`src/rtl/hazard_pkg.sv`:
```
// hazard_pkg: shared scoreboard entry record, forward-select encoding and select-width helper.
package hazard_pkg;
    // Destination field sized for any legal register address width up to 8 bits.
    localparam int DST_W  = 8;
    localparam int FWD_RF = 0;
    typedef struct packed {
        logic             valid;
        logic [DST_W-1:0] dst;
        logic             load;
    } entry_t;
    function automatic int sel_w(input int depth);
        return $clog2(depth + 1);
    endfunction
endpackage

```
`src/rtl/hazard_scoreboard_youngest_match.sv`:
```
// youngest_match: priority finder returning the youngest scoreboard entry that writes src,
// its stage index and the stage at which its result becomes forwardable.
module youngest_match
    import hazard_pkg::*;
#(
    parameter int DEPTH    = 3,
    parameter int LOAD_RDY = 2,
    parameter int SEL_W    = sel_w(DEPTH)
) (
    input  entry_t [DEPTH-1:0] ent,
    input  logic [DST_W-1:0]   src,
    input  logic               use_src,
    input  logic [DEPTH-1:0]   mask,
    output logic               hit,
    output logic [SEL_W-1:0]   idx,
    output logic [SEL_W-1:0]   rdy
);
    always_comb begin
        hit = 1'b0;
        idx = '0;
        rdy = '0;
        // Scan oldest to youngest so the youngest hit overwrites older ones.
        for (int k = DEPTH - 1; k >= 0; k--) begin
            if (use_src && mask[k] && ent[k].valid && (ent[k].dst == src)) begin
                hit = 1'b1;
                idx = SEL_W'(k);
                rdy = ent[k].load ? SEL_W'(LOAD_RDY) : SEL_W'(1);
            end
        end
    end
endmodule

```
`src/rtl/hazard_scoreboard.sv`:
```
// hazard_scoreboard: scoreboard-based stall, flush and forwarding-select unit for an in-order MIPS pipeline.
// Define HAZARD_PERF_EN to add saturating perf_stall_cycles / perf_flushes counters.
module hazard_scoreboard
    import hazard_pkg::*;
#(
    parameter int REG_AW   = 5,
    parameter int DEPTH    = 3,
    parameter int LOAD_RDY = 2,
    parameter int SEL_W    = sel_w(DEPTH)
) (
    input  logic              clock,
    input  logic              reset,
    input  logic              id_valid,
    input  logic [REG_AW-1:0] id_rs,
    input  logic [REG_AW-1:0] id_rt,
    input  logic              id_use_rs,
    input  logic              id_use_rt,
    input  logic [REG_AW-1:0] id_rd,
    input  logic              id_reg_write,
    input  logic              id_mem_read,
    input  logic              id_is_branch,
    input  logic              id_branch_taken,
    input  logic              id_jump,
    output logic              pc_hold,
    output logic              if_id_hold,
    output logic              id_ex_flush,
    output logic              if_flush,
    output logic [SEL_W-1:0]  fwd_a_id,
    output logic [SEL_W-1:0]  fwd_b_id,
    output logic [SEL_W-1:0]  fwd_a_ex,
    output logic [SEL_W-1:0]  fwd_b_ex
`ifdef HAZARD_PERF_EN
    ,
    output logic [31:0]       perf_stall_cycles,
    output logic [31:0]       perf_flushes
`endif
);
    localparam logic [DEPTH-1:0] ID_MASK = '1;
    // The EX instruction itself sits in s[0]; only older entries can feed it.
    localparam logic [DEPTH-1:0] EX_MASK = {{(DEPTH-1){1'b1}}, 1'b0};

    entry_t [DEPTH-1:0] s_q, s_d;
    entry_t             s0;
    logic [REG_AW-1:0]  ex_rs_q, ex_rs_d, ex_rt_q, ex_rt_d;
    logic               ex_use_rs_q, ex_use_rs_d, ex_use_rt_q, ex_use_rt_d;
    logic [DST_W-1:0]   src [4];
    logic [3:0]         use_src, hit;
    logic [SEL_W-1:0]   idx [4];
    logic [SEL_W-1:0]   rdy [4];
    logic               ex_haz, br_haz, stall;

    always_comb begin
        src[0]  = DST_W'(id_rs);
        src[1]  = DST_W'(id_rt);
        src[2]  = DST_W'(ex_rs_q);
        src[3]  = DST_W'(ex_rt_q);
        use_src = {ex_use_rt_q, ex_use_rs_q, id_use_rt, id_use_rs};
    end

    for (genvar i = 0; i < 4; i++) begin : g_m
        youngest_match #(.DEPTH(DEPTH), .LOAD_RDY(LOAD_RDY), .SEL_W(SEL_W)) u_m (
            .ent     (s_q),
            .src     (src[i]),
            .use_src (use_src[i]),
            .mask    (i < 2 ? ID_MASK : EX_MASK),
            .hit     (hit[i]),
            .idx     (idx[i]),
            .rdy     (rdy[i])
        );
    end

    always_comb begin
        ex_haz      = (hit[0] && (idx[0] + SEL_W'(1) < rdy[0])) || (hit[1] && (idx[1] + SEL_W'(1) < rdy[1]));
        br_haz      = id_is_branch && ((hit[0] && (idx[0] < rdy[0])) || (hit[1] && (idx[1] < rdy[1])));
        stall       = id_valid && (ex_haz || br_haz);
        pc_hold     = stall;
        if_id_hold  = stall;
        id_ex_flush = stall;
        if_flush    = id_valid && !stall && (id_jump || (id_is_branch && id_branch_taken));
        fwd_a_id    = (hit[0] && !br_haz) ? idx[0] + SEL_W'(1) : SEL_W'(FWD_RF);
        fwd_b_id    = (hit[1] && !br_haz) ? idx[1] + SEL_W'(1) : SEL_W'(FWD_RF);
        fwd_a_ex    = hit[2] ? idx[2] : SEL_W'(FWD_RF);
        fwd_b_ex    = hit[3] ? idx[3] : SEL_W'(FWD_RF);
        s0          = '{valid: id_valid && id_reg_write && (id_rd != '0), dst: DST_W'(id_rd), load: id_mem_read};
        if (stall) s0 = '0;
        s_d         = {s_q[DEPTH-2:0], s0};
        ex_rs_d     = stall ? '0 : id_rs;
        ex_rt_d     = stall ? '0 : id_rt;
        ex_use_rs_d = !stall && id_valid && id_use_rs;
        ex_use_rt_d = !stall && id_valid && id_use_rt;
    end

    always_ff @(posedge clock) begin
        if (reset) begin
            s_q         <= '0;
            ex_rs_q     <= '0;
            ex_rt_q     <= '0;
            ex_use_rs_q <= 1'b0;
            ex_use_rt_q <= 1'b0;
        end else begin
            s_q         <= s_d;
            ex_rs_q     <= ex_rs_d;
            ex_rt_q     <= ex_rt_d;
            ex_use_rs_q <= ex_use_rs_d;
            ex_use_rt_q <= ex_use_rt_d;
        end
    end

`ifdef HAZARD_PERF_EN
    logic [31:0] perf_stall_q, perf_stall_d, perf_flush_q, perf_flush_d;

    always_comb begin
        perf_stall_d = perf_stall_q + 32'(stall && (perf_stall_q != '1));
        perf_flush_d = perf_flush_q + 32'(if_flush && (perf_flush_q != '1));
    end

    always_ff @(posedge clock) begin
        if (reset) begin
            perf_stall_q <= '0;
            perf_flush_q <= '0;
        end else begin
            perf_stall_q <= perf_stall_d;
            perf_flush_q <= perf_flush_d;
        end
    end

    assign perf_stall_cycles = perf_stall_q;
    assign perf_flushes      = perf_flush_q;
`endif
endmodule

```
`config.mk`:
```
export PLATFORM = sky130hd
export DESIGN_NAME = hazard_scoreboard
export DESIGN_NICKNAME = d
export VERILOG_FILES = /design/src/rtl/hazard_pkg.sv /design/src/rtl/hazard_scoreboard_youngest_match.sv /design/src/rtl/hazard_scoreboard.sv
export SDC_FILE = /design/constraint.sdc
export NUM_CORES = 1
export LEC_CHECK = 0
export ABC_AREA = 1
export CORE_ASPECT_RATIO = 0.8
export CORE_UTILIZATION = 40
export DETAILED_ROUTE_END_ITERATION = 12
export PLACE_DENSITY = 0.76
export REMOVE_ABC_BUFFERS = 1
export SLEW_MARGIN = 30
export SYNTH_ARGS = -nofsm -noshare
export SYNTH_HDL_FRONTEND = slang
export SYNTH_SLANG_ARGS = --single-unit
```
`constraint.sdc`:
```
create_clock -name clock -period 2.1 [get_ports clock]
set_clock_uncertainty 0.15 [all_clocks]
set_input_delay 0.42 -clock clock [delete_from_list [all_inputs] [get_ports clock]]
set_output_delay 0.42 -clock clock [all_outputs]
set_load 0.1 [all_outputs]
```
==> reports/qor.csv <==
stage,metric,value,unit
finish,"commonest non-fill, non-tap cell in the layout",buf_4,
floorplanning,Initial Util,42.6,%
finish,most frequent cells in the layout,"51 x buf_4, 49 x nand2_1, 25 x nor2_1",
worst_setup_path,Crit path max-delay family,buffers and inverters,
worst_setup_path,Critical Path Max Stage Delay,0.37,ns
global_route,first-pass GRT wire length,9710,um
detailed_routing,First-pass DRT Iterations,4,
synthesis,"top cells by area, synth","dfxtp_1 35%, nand2_1 13%, nor2_1 8.6%",
finish,layout cell share with drive strength beyond 1,55.5,%
synthesis,"Warnings, synthesis",0,
synthesis,average size of a mapped cell,6.85,um^2
floorplanning,core area,0.00428,mm^2
power,peak supply drop,0.000318,V
placement,routability congestion estimate,0.942,
worst_setup_path,slowest library cell on the worst path,dfxtp_2,
floorplanning,die width,77.5,um
placement,dpl ws,-0.670,ns
status,failing checks,negative setup slack,
worst_setup_path,"reg-to-reg slack, setup",0.11,ns
global_route,initial antenna violation count,0,
clocking,CTS H-tree depth,2,
synthesis,area fraction of the dominant cell type after synthesis,35.1,%
worst_setup_path,"Buf+Inv Stages, Crit Path",5,
clocking,clk slew on worst S/H paths,0.07,ns
floorplanning,full die area,0.00483,mm^2
sta,period utilisation layout,115,%
sta,Final min period,2.42,ns
job,max capacitance violation total,0,
detailed_routing,initial DRC count,91,
synthesis,post-synthesis sequential area ratio,35.1,%
finish,nets,386,
detailed_routing,final WL,6340,um
global_route,Global Route Usage Sum,26.4,%
synthesis,mapped cell area,0.00182,mm^2
clocking,# hold bufs at CTS,0,
worst_setup_path,most used cell along the critical path,buf_4,
synthesis,Synth Register Bits,32,
clocking,CTS tree,done,
finish,final std cells w/o fill,419,
synthesis,dominant cell type by area after synthesis,dfxtp_1,
placement,port bufs,36,
worst_setup_path,WS Path Type,reg2out,
detailed_routing,WL/cell,15.1,um
floorplanning,Die Y,62.4,um
finish,filler instances,293,
sta,RSZ-0062 raised after global routing,true,
clocking,Num CTS Buffers,5,
hold_path,Worst Hold Class,reg2reg,
detailed_routing,Vias/cell,5.22,
synthesis,Post-Syn Instances,266,
detailed_routing,post-route ant nets,0,
clocking,CTS Root Cell,clkbuf_8,
finish,FF+latch area,673,um^2
placement,dpl cells,393,
worst_setup_path,crit path DAT,1.85,ns
worst_setup_path,Critical Path Source Type,flip-flop,
sta,Hold Fails Final Rpt,0,
global_route,vias in the first global route,2182,
clocking,TritonCTS Sinks,32,
worst_setup_path,CP Max Fanout,3,
power,Leak,1.46,nW
worst_setup_path,Setup crit end kind,output port,
clocking,Worst-Skew Late Latency,0.29,ns
synthesis,"Distinct cells, synth",30,
detailed_routing,detailed-route via count,2189,
sta,final worst slack,-0.318,ns
detailed_routing,DRC viols,0,
sta,setup TNS,-2.84,ns
global_route,largest net degree at the start of global routing,18,
worst_setup_path,critical path data required time,1.53,ns
power,pwr/cell area,523,mW/mm^2
finish,area of the multi-input gates,0.00126,mm^2
sta,f_max,414,MHz
floorplanning,Site Rows,21,
worst_setup_path,worst-path cell chain,inv_2 -> nand2_2 -> nand2_2 -> nor2_2 -> nand3_2 -> buf_4 -> buf_4 -> buf_4 -> a21oi_2 -> buf_12,
sta,Final Max Slew Viols,0,
sta,Slew @ Worst Pin,0.294,ns
placement,dpl hpwl,4210,um
clocking,Clock Path Buffers,2,
finish,Inserted Diodes,0,
sta,Setup-failing EPs final,12,
global_route,"Remaining Overflow, GRT",0,
finish,Area Overhead vs Synth,76.3,%
sta,Slew headroom,80.1,%
status,outcome,"finished, violations left",
floorplanning,IO Count,37,
==> final cells by class <==
class	instances	area share (%)
clock buffers	7	3.00
clock inverters	1	0.935
inverters	44	5.57
multi-input cells	185	39.3
flip-flops and latches	32	21.0
well taps	57	2.22
repair buffers	93	28.0
==> registers in the layout, indices dropped and copies added (netlist names) <==
name         cells
s_d             14
ex_use_rs_q      1
ex_rs_q          5
ex_rt_q          5
s_q              6
ex_use_rt_q      1
==> layer usage <==
layer  global-route usage, %  part of all wire (%)  up-vias
met5                       0                     0        -
met4                    11.8                   2.6        0
li1                        -                     -     1034
met3                    8.18                   6.5       22
met1                    27.6                    38     1040
met2                    48.2                    52       93
==> what timing repair did <==
item,CTS,global route
setup buffers,11,7
pin swaps,24,31
gates resized for setup,105,48
setup endpoints to repair,29,12
==> cells in the mapped netlist (all sizes together) <==
cell	count
dfxtp	32
inv	44
o311ai	1
or2	2
clkbuf	2
nor4	2
nand4	5
o211ai	1
o22ai	9
nor2	54
buf	3
o2111ai	4
o21ai	4
nand3	11
nand2	70
a21oi	9
xnor2	6
a211oi	1
a221oi	2
xor2	4
==> worst register-to-register path: cells and delay by family, from the launching register on <==
kind	cells	cell delay, ns
compound gates	1	0.07
flops	1	0.36
buf+inv	2	0.28
simple gates	9	1.02
==> cell families after synthesis <==
| group | after synthesis | share of synthesized area, % |
|---|---|---|
| xor+xnor | 10 | 4.80 |
| flops | 32 | 35.1 |
| compound gates | 31 | 10.8 |
| buf+inv | 49 | 11.4 |
| simple gates | 144 | 37.8 |
==> where the power goes <==
group / internal [mW] / total, mW / switching, mW
logic: 0.166 / 0.356 / 0.191
registers: 0.633 / 0.666 / 0.0328
clock network: 0.419 / 0.660 / 0.241
==> final timing paths <==
path | startpoint | to | cells past startpoint
min reg2reg | s_d[10] | s_d[20] | 2
max | s_d[14] | fwd_a_id[0] | 10
min | s_d[10] | s_d[20] | 2
max reg2reg | s_d[25] | ex_rs_q[1] | 12
==> per-stage QoR <==
step           power (mW)  area [um^2]  hold slack (ns)  utilization (%)
2_1_floorplan       0.804         1780            0.253                -
3_3_place_gp        0.946         2630            0.268             61.3
3_5_place_dp        0.953         2630            0.274             61.3
4_1_cts              1.64         3030            0.273             70.7
5_1_grt              1.75         3210            0.281             75.0
6_report             1.68         3210            0.275             75.0
No activity file was read; power rests on OpenSTA's default activity.
